===== config.mk =====
export PLATFORM = sky130hd
export DESIGN_NAME = fetch_prefetch_queue_flat
export DESIGN_NICKNAME = d
export VERILOG_FILES = /design/src/rtl/fetch_prefetch_queue_if.sv /design/src/rtl/fetch_prefetch_queue.sv /design/src/flat_wrapper.sv
export SDC_FILE = /design/constraint.sdc
export NUM_CORES = 1
export LEC_CHECK = 0
export CAP_MARGIN = 10
export CORE_MARGIN = 2
export CORE_UTILIZATION = 57
export DETAILED_ROUTE_END_ITERATION = 16
export PLACE_DENSITY_LB_ADDON = 0.12
export SKIP_CTS_REPAIR_TIMING = 1
export SYNTH_ARGS = -nofsm -noshare
export SYNTH_HDL_FRONTEND = slang
export SYNTH_SLANG_ARGS = --single-unit

===== constraint.sdc =====
create_clock -name CLK -period 10.6 [get_ports CLK]
set_clock_uncertainty 0.05 [all_clocks]
set_input_delay 1.59 -clock CLK [delete_from_list [all_inputs] [get_ports CLK]]
set_output_delay 1.59 -clock CLK [all_outputs]
set_load 0.02 [all_outputs]

===== src/rtl/fetch_prefetch_queue_if.sv =====
// Fetch front-end bundle: imem request/response, decode handshake, redirect.
// The slave side is the fetch unit; the master side is cache plus decode.
interface fetch_prefetch_queue_if;
    logic        ihit;
    logic [31:0] imemload;
    logic        imemREN;
    logic [31:0] imemaddr;
    logic        deq;
    logic        out_valid;
    logic [31:0] out_instr;
    logic [31:0] out_pc;
    logic [31:0] out_npc;
    logic        redirect;
    logic [31:0] redirect_pc;
    logic        fetch_halted;

    modport slave (
        input  ihit,
        input  imemload,
        input  deq,
        input  redirect,
        input  redirect_pc,
        output imemREN,
        output imemaddr,
        output out_valid,
        output out_instr,
        output out_pc,
        output out_npc,
        output fetch_halted
    );

    modport master (
        output ihit,
        output imemload,
        output deq,
        output redirect,
        output redirect_pc,
        input  imemREN,
        input  imemaddr,
        input  out_valid,
        input  out_instr,
        input  out_pc,
        input  out_npc,
        input  fetch_halted
    );
endinterface


===== src/rtl/fetch_prefetch_queue.sv =====
// Fetch front end: owns the PC, reads imem, queues {pc, instr} for decode.
// Redirect flushes everything; a fetched HALT stops further requests.
module fetch_prefetch_queue #(
    parameter logic [31:0] PC_INIT = 32'h0,
    parameter int          DEPTH   = 4,
    parameter logic [5:0]  HALT_OP = 6'h3F
) (
    input logic CLK,
    input logic nRST,
    fetch_prefetch_queue_if.slave bus
);
    localparam int PW = $clog2(DEPTH);
    localparam int CW = PW + 1;
    localparam logic [CW-1:0] FULL_CNT = CW'(DEPTH);

    logic [31:0]   fetch_pc;
    logic          halted;
    logic [PW-1:0] head;
    logic [PW-1:0] tail;
    logic [CW-1:0] count;

    logic [31:0] mem_pc    [DEPTH];
    logic [31:0] mem_instr [DEPTH];

    logic ren;
    logic valid;
    logic push;
    logic pop;
    logic is_halt;

    assign ren     = (count < FULL_CNT) && !halted;
    assign valid   = (count != '0);
    assign push    = ren && bus.ihit && !bus.redirect;
    assign pop     = bus.deq && valid && !bus.redirect;
    assign is_halt = (bus.imemload[31:26] == HALT_OP);

    always_ff @(posedge CLK or negedge nRST) begin
        if (!nRST) begin
            fetch_pc <= PC_INIT;
            halted   <= 1'b0;
            head     <= '0;
            tail     <= '0;
            count    <= '0;
        end else if (bus.redirect) begin
            fetch_pc <= {bus.redirect_pc[31:2], 2'b00};
            halted   <= 1'b0;
            head     <= '0;
            tail     <= '0;
            count    <= '0;
        end else begin
            if (push) begin
                fetch_pc <= fetch_pc + 32'd4;
                tail     <= tail + PW'(1);
                if (is_halt) halted <= 1'b1;
            end
            if (pop) head <= head + PW'(1);
            unique case ({push, pop})
                2'b10:   count <= count + CW'(1);
                2'b01:   count <= count - CW'(1);
                default: count <= count;
            endcase
        end
    end

    // Storage needs no reset; count gates every read.
    always_ff @(posedge CLK) begin
        if (push) begin
            mem_pc[tail]    <= fetch_pc;
            mem_instr[tail] <= bus.imemload;
        end
    end

    assign bus.imemREN      = ren;
    assign bus.imemaddr     = fetch_pc;
    assign bus.out_valid    = valid;
    assign bus.out_instr    = mem_instr[head];
    assign bus.out_pc       = mem_pc[head];
    assign bus.out_npc      = mem_pc[head] + 32'd4;
    assign bus.fetch_halted = halted;
endmodule


===== src/flat_wrapper.sv =====
// flat-port wrapper written by rule: the top's interface ports become plain ports
module fetch_prefetch_queue_flat 
#(
    parameter logic [31:0] PC_INIT = 32'h0,
    parameter int          DEPTH   = 4,
    parameter logic [5:0]  HALT_OP = 6'h3F
)
  (CLK, nRST, bus_ihit, bus_imemload, bus_deq, bus_redirect, bus_redirect_pc, bus_imemREN, bus_imemaddr, bus_out_valid, bus_out_instr, bus_out_pc, bus_out_npc, bus_fetch_halted);
  fetch_prefetch_queue_if bus_i ();
  input logic CLK;
  input logic nRST;
  input wire logic [$bits(bus_i.ihit)-1:0] bus_ihit;
  input wire logic [$bits(bus_i.imemload)-1:0] bus_imemload;
  input wire logic [$bits(bus_i.deq)-1:0] bus_deq;
  input wire logic [$bits(bus_i.redirect)-1:0] bus_redirect;
  input wire logic [$bits(bus_i.redirect_pc)-1:0] bus_redirect_pc;
  output wire logic [$bits(bus_i.imemREN)-1:0] bus_imemREN;
  output wire logic [$bits(bus_i.imemaddr)-1:0] bus_imemaddr;
  output wire logic [$bits(bus_i.out_valid)-1:0] bus_out_valid;
  output wire logic [$bits(bus_i.out_instr)-1:0] bus_out_instr;
  output wire logic [$bits(bus_i.out_pc)-1:0] bus_out_pc;
  output wire logic [$bits(bus_i.out_npc)-1:0] bus_out_npc;
  output wire logic [$bits(bus_i.fetch_halted)-1:0] bus_fetch_halted;
  assign bus_i.ihit = bus_ihit;
  assign bus_i.imemload = bus_imemload;
  assign bus_i.deq = bus_deq;
  assign bus_i.redirect = bus_redirect;
  assign bus_i.redirect_pc = bus_redirect_pc;
  assign bus_imemREN = bus_i.imemREN;
  assign bus_imemaddr = bus_i.imemaddr;
  assign bus_out_valid = bus_i.out_valid;
  assign bus_out_instr = bus_i.out_instr;
  assign bus_out_pc = bus_i.out_pc;
  assign bus_out_npc = bus_i.out_npc;
  assign bus_fetch_halted = bus_i.fetch_halted;
  fetch_prefetch_queue #(.PC_INIT(PC_INIT), .DEPTH(DEPTH), .HALT_OP(HALT_OP)) u_core (.CLK(CLK), .nRST(nRST), .bus(bus_i));
endmodule

==> out/metrics.csv <==
metric,value,unit
"Hold Vio Cnt, Final",0,
Sw Share,30.1,%
Worst setup EP type,output port,
R2R Path Start,u_core.bus.fetch_halted$_DFFE_PN0P_,
Max rail drop VDD,0.170,mV
final max-slew violation count,0,
Synth Instances,662,
GRT met3 Usage,5.15,%
worst skew pair latency,0.53,ns
critical path's top delay family,buffers and inverters,
DRT Pass-1 Iters,4,
"top cells by area, synth","edfxtp_1 63%, mux4_2 9.9%, dfrtp_1 8.1%",
CP arrival,4.46,ns
Die Span Y,148,µm
CTS tree,done,
Tmin final,6.10,ns
Comb power frac,31.8,%
P&R area growth vs syn,25.1,%
fin nets,934,
cell area after layout,14800,µm²
Worst Path Required,8.96,ns
final RePlAce weighted congestion,0.838,
CP Buf/Inv Count,2,
die area,21900,µm²
slowest CP cell,dfrtp_4,
share of layout cells above drive strength 1,13.3,%
placed cell count,1098,
num ports,200,
met1 GRT Util,31.4,%
Starting DRT DRC Count,395,
maxcap violations,0,
total congestion overflow,0,
PortBufs,191,
Antenna Cells,0,
Fill cells,1267,
drt drc,0,
Worst R2R End,u_core.mem_instr[3][17]$_DFFE_PP_,
FF-to-FF path depth,4,
leakage power,0.00492,µW
Via Count,6559,
hold path cells,2,
Yosys reg bits,286,
CORE AREA,20300,µm²
post-synth top area share,63.1,%
most frequent cells after synthesis,"248 x edfxtp_1, 52 x mux4_2, 51 x nand2_1",
initial antenna violation count,0,
Total GRT Usage,22.8,%
worst hold start,u_core.count[0]$_DFFE_PN0P_,
RSZ-0062 raised after global routing,false,
r2r setup slk,7.80,ns
Post-Layout Cell Count,1150,
hpwl dp,15100,µm
period utilization,57.5,%
clock network power share,27.5,%
kind of critical path,flop to output port,
number of warnings issued by yosys,0,
vias in the first global route,6826,
Synth Flop Type,edfxtp_1,
Reg power frac,40.7,%
DIE WIDTH,148,µm
clk buf depth,3,
Antenna Nets Post-Route,0,
Initial Util,58.2,%
Worst-Margin Slew,1.07,ns
delay of the slowest critical-path stage,0.80,ns
cts bufs inserted,28,
WL/cell,21.2,µm
fmax,164,MHz
Vias/cell,5.70,
outcome,"finished, final reports clean",
"EDFF count, synth",248,
largest net degree at the start of global routing,71,
CTS root buf,clkbuf_16,
Hold Path Sink,u_core.count[0]$_DFFE_PN0P_,
clock sink count,286,
CP cell instances,buf_4 > mux4_1 > nand4_2 > or4_4 > nor4_4 > xor2_1 > clkdlybuf4s50_1,
first-pass GRT wire length,38100,µm
P_int,2400,µW
startpoint types,flop,
"Clk pin slew, worst setup/hold paths",0.06,ns
Slew headroom,28.5,%
CP max FO,37,
Net Switching,1030,µW
HP Class,flop to flop,
Top Usage Layer GRT,met2,
post-placement cell area,13900,µm²
Cell variety after synth,48,
# rows,52,
dominant cell type by area after synthesis,edfxtp_1,
final setup fails,0,
Post-synth ARST share,13.3,%
most numerous cell in the Yosys netlist,edfxtp_1,
"Seq/Total Area, Yosys",71.1,%
Post-Syn Area,11800,µm²
met2 Usage GRT,37.8,%
PwrDens,232,nW/µm²
final WL,24400,µm
H-tree Lvls,1,
Critical path origin,u_core.head[0]$_DFFE_PN0P_,
Avg Synthesized Cell Area,17.8,µm²
final setup TNS,0,ns
-- worst reg2reg max path, cell delays in order, from the launching register on --
cell	delay, ns
dfrtp_1	0.46
nor3b_2	0.44
buf_4	0.26
nor2b_1	0.29
and2_4	0.86
-- kinds of logic (layout without fill, tap and decap cells) --
| kind of cell | Yosys count | in the layout | share of synthesized area, % |
|---|---|---|---|
| flip-flops | 286 | 286 | 71.1 |
| AND/OR/NAND/NOR | 164 | 164 | 7.47 |
| multiplexers | 64 | 64 | 12.3 |
| XOR/XNOR | 62 | 62 | 4.60 |
| buffers and inverters | 45 | 258 | 2.20 |
| AO/OA/AOI/OAI | 33 | 33 | 1.46 |
| adder cells (fa/ha/maj) | 7 | 7 | 0.805 |
| other | 1 | 6 | 0.0318 |
-- through the flow --
| stage | hold slack (ns) | worst slack, ns | utilization [%] | power [µW] |
|---|---|---|---|---|
| global route | 0.581 | 4.19 | 72.8 | 3570 |
| CTS | 0.552 | 4.36 | 72.8 | 3460 |
| detailed placement | 0.535 | 4.95 | 68.4 | 2520 |
| global placement | 0.504 | 4.95 | 68.4 | 2500 |
| finish | 0.557 | 4.50 | 72.8 | 3430 |
| floorplan | 0.470 | 6.02 | - | 2070 |
-- worst max-delay path by stage --
stage / endpoint / cells past startpoint / slack, ns
after floorplan: u_core.mem_instr[0][0]$_DFFE_PP_ / 4 / 6.02
after global placement: bus_out_npc[31] / 7 / 4.95
after detailed placement: bus_out_npc[31] / 7 / 4.95
after CTS: bus_out_npc[31] / 7 / 4.36
after global routing: bus_out_npc[31] / 7 / 4.19
final: bus_out_npc[31] / 7 / 4.50
-- power groups by stage --
stage	Clock (µW)	Sequential [µW]	Combinational, µW
4_1_cts	959	1400	1100
2_1_floorplan	0	1390	678
5_1_grt	1000	1410	1160
3_5_place_dp	0	1420	1100
6_report	943	1400	1090
3_3_place_gp	0	1410	1090
-- placed cells by master (no fill, tap or decap), drive strengths merged, types with 2 or more instances in the layout --
master,instances
and2,7
and3,8
and4,6
buf,5
bufinv,2
clkbuf,37
clkdlybuf4s50,189
clkinv,13
conb,6
dfrtp,38
edfxtp,248
ha,6
inv,12
mux2i,2
mux4,62
nand2,53
nand3,15
nand4,12
nor2,24
nor3,23
nor3b,2
nor4,6
o21ai,30
or3,2
or4,2
xnor2,35
xor2,27
-- state kept, by name, indices dropped and copies added (netlist names) --
| register | flops |
|---|---|
| u_core.mem_pc | 120 |
| u_core.tail | 2 |
| u_core.count | 3 |
| u_core.head | 2 |
| u_core.bus.fetch_halted | 1 |
| u_core.mem_instr | 128 |
| u_core.bus.imemaddr | 30 |
-- routing by layer --
metal / part of all wire, % / routed length (µm) / vias up
met5: 0 / 0 / -
met2: 50 / 12100 / 272
met3: 8.0 / 1960 / 35
met4: 1.6 / 382 / 0
li1: - / - / 2960
met1: 41 / 9930 / 3292
-- cell type report --
| cell class | count | area [µm²] | area share, % |
|---|---|---|---|
| Timing Repair Buffer | 194 | 1920 | 13.0 |
| Inverter | 12 | 45.0 | 0.305 |
| Clock buffer | 37 | 756 | 5.12 |
| Tap cell | 270 | 338 | 2.29 |
| Sequential cell | 286 | 8400 | 56.9 |
| Clock inverter | 15 | 121 | 0.822 |
| Multi-Input combinational cell | 336 | 3180 | 21.6 |
Power figures use the tool's default switching activity.
